**config.mk**
```make
export PLATFORM = sky130hd
export DESIGN_NAME = fp_unpacker
export DESIGN_NICKNAME = d
export VERILOG_FILES = /design/src/rtl/fp_unpacker_pkg.sv /design/src/rtl/fp_unpacker_lzc53.sv /design/src/rtl/fp_unpacker.sv
export SDC_FILE = /design/constraint.sdc
export NUM_CORES = 1
export LEC_CHECK = 0
export BUFFER_PORTS_ARGS = -buffer_cell sky130_fd_sc_hd__buf_2
export CAP_MARGIN = 20
export CORE_MARGIN = 5
export CORE_UTILIZATION = 55
export CTS_BUF_LIST = sky130_fd_sc_hd__clkbuf_8
export DETAILED_ROUTE_END_ITERATION = 6
export PLACE_DENSITY = 0.78
export SYNTH_ARGS = -nofsm -noshare
export SYNTH_HDL_FRONTEND = slang
export SYNTH_HIERARCHICAL = 1
export SYNTH_SLANG_ARGS = --single-unit
```
**constraint.sdc**
```tcl
create_clock -name clk -period 0.8 [get_ports clk]
set_clock_uncertainty 0.1 [all_clocks]
set_input_delay 0.08 -clock clk [delete_from_list [all_inputs] [get_ports clk]]
set_output_delay 0.08 -clock clk [all_outputs]
set_load 0.01 [all_outputs]
```
**src/rtl/fp_unpacker_pkg.sv**
```systemverilog
// Shared FPU format constants and the unpacked-operand record.
// Other FPU stages import this package to use the same operand layout.
package fp_unpacker_pkg;

  localparam int DBL_EXP_W  = 11;
  localparam int DBL_FRAC_W = 52;
  localparam int SGL_EXP_W  = 8;
  localparam int SGL_FRAC_W = 23;
  localparam int SIG_W      = 53;
  localparam int LZ_W       = 6;

  typedef struct packed {
    logic                  s;
    logic [DBL_EXP_W-1:0]  e;
    logic                  e_inf;
    logic                  e_z;
    logic [DBL_FRAC_W-1:0] h;
    logic                  fz;
    logic [SIG_W-1:0]      f;
    logic [LZ_W-1:0]       lz;
  } unpacked_t;

endpackage

```
**src/rtl/fp_unpacker_lzc53.sv**
```systemverilog
// 53-bit leading-zero counter, counting down from bit 52; all-zero input yields 53.
// Combinational, zero latency; no flow control.
module fp_unpacker_lzc53
  import fp_unpacker_pkg::*;
(
  input  logic [SIG_W-1:0] m,
  output logic [LZ_W-1:0]  lz
);

  logic found;

  always_comb begin
    lz    = LZ_W'(SIG_W);
    found = 1'b0;
    for (int i = SIG_W - 1; i >= 0; i--) begin
      if (!found && m[i]) begin
        lz    = LZ_W'(SIG_W - 1 - i);
        found = 1'b1;
      end
    end
  end

endmodule

```
**src/rtl/fp_unpacker.sv**
```systemverilog
// IEEE-754 double/single operand decomposition; 1-cycle latency, 1 per cycle throughput.
// No backpressure: the output register loads on every clock edge.
module fp_unpacker
  import fp_unpacker_pkg::*;
(
  input  logic        clk,
  input  logic        rst_n,
  input  logic [63:0] fp,
  input  logic        db,
  input  logic        normal,
  output logic        s,
  output logic [10:0] e,
  output logic        e_inf,
  output logic        e_z,
  output logic [51:0] h,
  output logic        fz,
  output logic [52:0] f,
  output logic [5:0]  lz
);

  logic [DBL_EXP_W-1:0]  exp_c;
  logic [DBL_FRAC_W-1:0] h_c;
  logic                  e_inf_c;
  logic                  e_z_c;
  logic [SIG_W-1:0]      m_c;
  logic [LZ_W-1:0]       lz_c;
  logic [SIG_W-1:0]      sh [0:LZ_W];
  unpacked_t             d_c;
  unpacked_t             q;

  always_comb begin
    if (db) begin
      exp_c   = fp[62:52];
      h_c     = fp[51:0];
      e_inf_c = &fp[62:52];
    end else begin
      exp_c   = {3'b000, fp[62:55]};
      h_c     = {fp[54:32], 29'b0};
      e_inf_c = &fp[62:55];
    end
    e_z_c = (exp_c == '0);
    m_c   = {~e_z_c, h_c};
  end

  fp_unpacker_lzc53 u_lzc (
    .m  (m_c),
    .lz (lz_c)
  );

  // Log-depth left shifter; a zero significand shifts to zero regardless of lz.
  assign sh[0] = m_c;
  for (genvar k = 0; k < LZ_W; k++) begin : g_shift
    assign sh[k+1] = lz_c[k] ? (sh[k] << (2 ** k)) : sh[k];
  end

  always_comb begin
    d_c.s     = fp[63];
    d_c.e     = exp_c;
    d_c.e_inf = e_inf_c;
    d_c.e_z   = e_z_c;
    d_c.h     = h_c;
    d_c.fz    = (h_c == '0);
    d_c.f     = normal ? sh[LZ_W] : m_c;
    d_c.lz    = lz_c;
  end

  always_ff @(posedge clk or negedge rst_n) begin
    if (!rst_n) q <= '0;
    else        q <= d_c;
  end

  assign s     = q.s;
  assign e     = q.e;
  assign e_inf = q.e_inf;
  assign e_z   = q.e_z;
  assign h     = q.h;
  assign fz    = q.fz;
  assign f     = q.f;
  assign lz    = q.lz;

endmodule

```
==> metrics, run 1 <==
post-CTS setup buffers=52; die height=136 µm; CTS Buf Count=17; H-Tree Depth=4; status=stopped before the end; worst slack at placement=-3.54 ns; CTS max path bufs=2; Placement Cell Area=13,100 µm²; Async SR Flop Fraction=100%; Syn Nets=987; Die Wd=136 µm; EDFF count, synth=0; Log Error=[ERROR DPL-0033] detailed placement checks failed during check placement.; routability-driven placement congestion ratio=1.12; Mean Syn Cell Area=9.58 µm²; Top FF cell, synth=dfrtp_1; site row count=46; Post-CTS Hold Buffers=19; library cells used by synthesis=79; CTS sink cnt=126; Cell Area, Synth=8800 µm²; CTS root buffer=clkbuf_8; Port Buf Inserts=193; Starting Density=55.8%; synthesized flop and latch total=126; # resized after CTS=259; num ports=194; Gate Count Post-Synth=919; Ys Warns=6; Exit stage=4_1_cts; hpwl dp=33.9 mm; part of the Yosys area used for sequential elements=35.8%
==> kinds of logic after synthesis <==
logic type      synth area share (%)
simple gates                    18.5
compound gates                  18.2
mux                             22.1
flops                           35.8
buf+inv                         5.32
==> synthesized netlist by cell type (6+ instances only) <==
library cell | n | share of area (%)
a22o_1 | 10 | 1.0
clkbuf_1 | 35 | 1.5
nor2b_1 | 8 | 0.57
o22ai_1 | 38 | 2.7
and2_1 | 39 | 2.8
nor4_1 | 16 | 1.1
buf_4 | 6 | 0.51
a21oi_1 | 33 | 1.9
mux4_2 | 20 | 5.1
buf_6 | 7 | 0.90
nor2_1 | 69 | 2.9
buf_2 | 13 | 0.74
a22oi_1 | 9 | 0.77
mux2i_1 | 107 | 12
a31oi_1 | 11 | 0.78
o21ai_0 | 35 | 2.0
o211ai_1 | 10 | 0.85
nand2_1 | 78 | 3.3
nor3_1 | 16 | 0.91
nand2b_1 | 8 | 0.57
nand4_1 | 11 | 0.78
and3_1 | 7 | 0.50
o2111ai_1 | 6 | 0.60
nand3_1 | 20 | 1.1
inv_1 | 25 | 1.1
o21ai_1 | 7 | 0.40
mux2_2 | 33 | 4.2
o221ai_1 | 12 | 1.2
dfrtp_1 | 126 | 36
==> through the flow <==
stage	cells	hold WS, ns
2_1_floorplan	919	-0.316
3_3_place_gp	1635	-0.205
3_5_place_dp	1635	-0.202
==> inputs of run 2 (changes only) <==
--- a/config.mk
+++ b/config.mk
@@ -8,10 +8,9 @@
 export BUFFER_PORTS_ARGS = -buffer_cell sky130_fd_sc_hd__buf_2
 export CAP_MARGIN = 20
 export CORE_MARGIN = 5
-export CORE_UTILIZATION = 55
-export CTS_BUF_LIST = sky130_fd_sc_hd__clkbuf_8
+export CORE_UTILIZATION = 40
 export DETAILED_ROUTE_END_ITERATION = 6
-export PLACE_DENSITY = 0.78
+export PLACE_DENSITY_LB_ADDON = 0.15
 export SYNTH_ARGS = -nofsm -noshare
 export SYNTH_HDL_FRONTEND = slang
 export SYNTH_HIERARCHICAL = 1
==> run 2 against run 1 <==
The flow now finishes, with violations (hold timing, setup timing); area after synthesis stayed put; synthesized cell count stayed put.
==> metrics, run 2 <==
most common cell in the netlist=dfrtp_1; Die Wd=158 µm (+16%); largest net degree at the start of global routing=47; Max Cap Violations=0; Post-synth top cells=dfrtp_1, mux2i_1, nand2_1; slowest cell on the critical path=or4_4; Int Pwr=14.9 mW; Min-Delay Endpoint=e[3]$_DFF_PN0_; CTS tree=done; final setup margin=-2.90 ns; library cells used by synthesis=79 (unchanged); hold_sp=fp[58]; hold path cells=3; Inserted Diodes=0; CTS Buf Count=17 (unchanged); routed via count=11,689; ratio of cells with drive above 1 in the final layout=67.5%; Max-slew headroom=36.5%; Ys Warns=6 (unchanged); Pre-antenna DRT Iters=7; synthesized flop and latch total=126 (unchanged); Fillers=1,317; Async SR Flop Fraction=100% (unchanged); initial drt markers=1,344; clock power share=36.1%; switching share of power=32.0%; Post-Route Setup TNS=-190.38 ns; leakage=7.78 nW; status=complete, but fails checks; min cycle time layout=3.70 ns; critical path type=primary input to flop; worst hold path class=primary input to flop; hold slack=-0.0569 ns; Cell Area, Synth=8800 µm² (unchanged); die height=158 µm (+16%); Worst Path Required=0.97 ns; slowest cell delay on critical path=0.53 ns; RSZ-0062 raised after global routing=true; Placement Cell Area=13,400 µm² (+2.5%); Top FF cell, synth=dfrtp_1; Final Hold Viols=31; Post-CTS Hold Buffers=2 (-17); Seq pwr share=31.7%; VDD IR max=0.00149 V; CTS max path bufs=2 (unchanged); final core occ=79.8%; part of the Yosys area used for sequential elements=35.8% (unchanged); critical-path maximum fanout=8; crit end category=flop; core area=21,800 µm²; Slew Viols, Final=0; failing checks=hold timing, setup timing; num ports=194 (unchanged); die footprint=25,100 µm²; fin cells=1,877; CTS root buffer=clkbuf_16; EDFF count, synth=0 (unchanged); hpwl dp=35.1 mm (+3.5%); drt wl/cell=27.2 µm; most frequent cells in the layout=buf_4, buf_2, dfrtp_1, buf_6, nand2_1; CTS sink cnt=126 (unchanged); synth top area cells=dfrtp_1, mux2i_1, mux4_2, mux2_2, nand2_1; post-synth top area share=35.8% (unchanged); fin crit share=463%; post-route ant nets=0; vias per cell=6.23; CP startpoint kind=primary input; Most common cell on crit path=buf_12; cell chain of the critical path=buf_12, buf_8, mux2i_4, inv_2, or4_4, buf_6, nor3_4, buf_6, nand3b_1, o221a_1, nand3_4, buf_12, buf_12, mux2_4, mux4_2, mux2i_4, a21oi_2, o311ai_2, o311ai_2; H-Tree Depth=4 (unchanged); routability-driven placement congestion ratio=1.04 (-7.3%); pwr dens=1260 nW/µm²; Design Area, Final=17,400 µm²; Largest register FFs=53; Comb power frac=32.2%; Final #Nets=1,654; Mean Syn Cell Area=9.58 µm² (unchanged); Gate Count Post-Synth=919 (unchanged); Fmax=270 MHz; first-pass GRT wire length=68.1 mm; grt ovf=0; total wire length=51.1 mm; crit path DAT=3.87 ns; P&R area growth vs syn=97.2%; Reg clk slew, reported paths=0.07 ns; top cell type by total area after synthesis=dfrtp_1; post-route DRC violation count=0; site row count=54 (+17%); Final setup viols=192; dpl cells=1,721 (+5.3%); Syn Nets=987 (unchanged); P_sw=7.00 mW; Tightest Pin Transition=0.949 ns; Tot GR Track Use=36.6%; initial antenna violation count=1; most common cell after layout, fill and taps aside=buf_4; Starting Density=40.5% (-15 points); Port Buf Inserts=193 (unchanged); number of global-route vias before repair=10,898
-- run 2: timing repair --
| action | 4_1_cts | 5_1_grt |
|---|---|---|
| hold endpoints to repair | 182 | 42 |
| resized for setup | 257 | 230 |
| gates cloned | 5 | 4 |
| pin swaps | 67 | 84 |
| endpoints found under the setup margin | 201 | 195 |
| buffers inserted | 51 | 78 |
-- run 2: cell type report --
cell class	count	area [µm²]	share of cell area, %
multi-input cells	700	7130	41.1
repair buffers	714	6030	34.7
flip-flops and latches	126	3150	18.2
clock buffers	19	443	2.55
well taps	280	350	2.02
clock inverters	11	135	0.779
inverters	27	118	0.678
-- run 2: power by group through the flow --
stage               clock [mW]  sequential (mW)  combinational [mW]
floorplan                    0             7.25                1.90
global placement             0             7.02                5.25
detailed placement           0             7.03                5.25
CTS                       7.92             6.92                6.08
global route              8.25             6.97                7.30
finish                    7.91             6.94                7.04
-- run 2: cell families (layout without fill, tap and decap cells) --
kind of cell,count (synthesis),in the layout,share of synthesized area (%)
AO/OA/AOI/OAI,230,230,18.2
buffers and inverters,93,771,5.32
flip-flops,126,126,35.8
multiplexers,165,165,22.1
AND/OR/NAND/NOR,305,305,18.5
-- run 2: worst max-delay path by stage --
stage	startpoint	endpoint	slack, ns
floorplan	db	f[40]$_DFF_PN0_	-3.28
global placement	db	f[49]$_DFF_PN0_	-3.67
detailed placement	db	f[49]$_DFF_PN0_	-3.64
CTS	db	f[52]$_DFF_PN0_	-2.79
global route	db	f[49]$_DFF_PN0_	-2.98
finish	db	f[52]$_DFF_PN0_	-2.90
-- run 2: metrics by stage --
stage                     worst slack, ns  power [mW]  hold WS, ns
after floorplan                     -3.28        9.14       -0.316
after detailed placement            -3.64        12.3      -0.0633
after CTS                           -2.79        20.9      -0.0745
final                               -2.90        21.9      -0.0569
after global placement              -3.67        12.3      -0.0640
after global routing                -2.98        22.5      -0.0522
-- run 2: metal layers --
layer / share of wire (%) / track usage [%] / up-vias
met5: 0.027 / 0 / -
met4: 7.4 / 18.0 / 2
met3: 11 / 7.67 / 272
met2: 45 / 58.4 / 940
met1: 36 / 47.6 / 5624
li1: - / - / 4851
-- run 2: worst max-delay path, delay by kind of cell --
kind	cells	cell delay (ns)
buffers and inverters	7	0.86
AOI/OAI and AO/OA	4	0.66
muxes	4	1.28
and+or+nand+nor	4	0.97
Power figures use the tool's default switching activity.
==> inputs of run 3 (changes only) <==
--- a/config.mk
+++ b/config.mk
@@ -8,7 +8,7 @@
 export BUFFER_PORTS_ARGS = -buffer_cell sky130_fd_sc_hd__buf_2
 export CAP_MARGIN = 20
 export CORE_MARGIN = 5
-export CORE_UTILIZATION = 40
+export CORE_UTILIZATION = 60
 export DETAILED_ROUTE_END_ITERATION = 6
 export PLACE_DENSITY_LB_ADDON = 0.15
 export SYNTH_ARGS = -nofsm -noshare
==> run 3 against run 2 <==
The flow now stops in 4_1_cts; synthesized cell count unchanged; area after synthesis unchanged.
==> metrics, run 3 <==
Async SR Flop Fraction=100% (unchanged); CTS max path bufs=2 (unchanged); num ports=194 (unchanged); Starting Density=60.8% (+20 points); CTS sink cnt=126 (unchanged); Cell Area, Synth=8800 µm² (unchanged); Log Error=[ERROR DPL-0038] Utilization greater than 100%, impossible to legalize; synth top area cells=dfrtp_1, mux2i_1, mux4_2, mux2_2, nand2_1; Port Buf Inserts=193 (unchanged); post-CTS setup buffers=80 (+57%); CTS root buffer=clkbuf_16; die height=131 µm (-17%); top cell type by total area after synthesis=dfrtp_1; Top FF cell, synth=dfrtp_1; routability-driven placement congestion ratio=1.12 (+7.8%); EDFF count, synth=0 (unchanged); part of the Yosys area used for sequential elements=35.8% (unchanged); Ys Warns=6 (unchanged); Gate Count Post-Synth=919 (unchanged); most common cell in the netlist=dfrtp_1; site row count=44 (-19%); library cells used by synthesis=79 (unchanged); hpwl dp=36.3 mm (+3.4%); Exit stage=4_1_cts; synthesized flop and latch total=126 (unchanged); H-Tree Depth=4 (unchanged); Post-synth top cells=dfrtp_1, mux2i_1, nand2_1; Mean Syn Cell Area=9.58 µm² (unchanged); Syn Nets=987 (unchanged); Post-CTS Hold Buffers=2 (unchanged); Placement Cell Area=13,300 µm² (-0.86%); status=stopped before the end; CTS Buf Count=17 (unchanged); Die Wd=131 µm (-17%); post-synth top area share=35.8% (unchanged); # resized after CTS=437 (+70%)
run 3: cell counts after synthesis:
Identical to the previous run, type by type.
run 3: kinds of logic after synthesis:
| kind of cell | Yosys count | share of synthesized area, % |
|---|---|---|
| AO/OA/AOI/OAI | 230 | 18.2 |
| multiplexers | 165 | 22.1 |
| buffers and inverters | 93 | 5.32 |
| AND/OR/NAND/NOR | 305 | 18.5 |
| flip-flops | 126 | 35.8 |
run 3: per-stage QoR:
| stage | hold WS (ns) | cells | setup WS [ns] |
|---|---|---|---|
| floorplan | -0.316 | 919 | -3.28 |
| global placement | -0.138 | 1629 | -3.32 |
| detailed placement | -0.123 | 1629 | -3.50 |
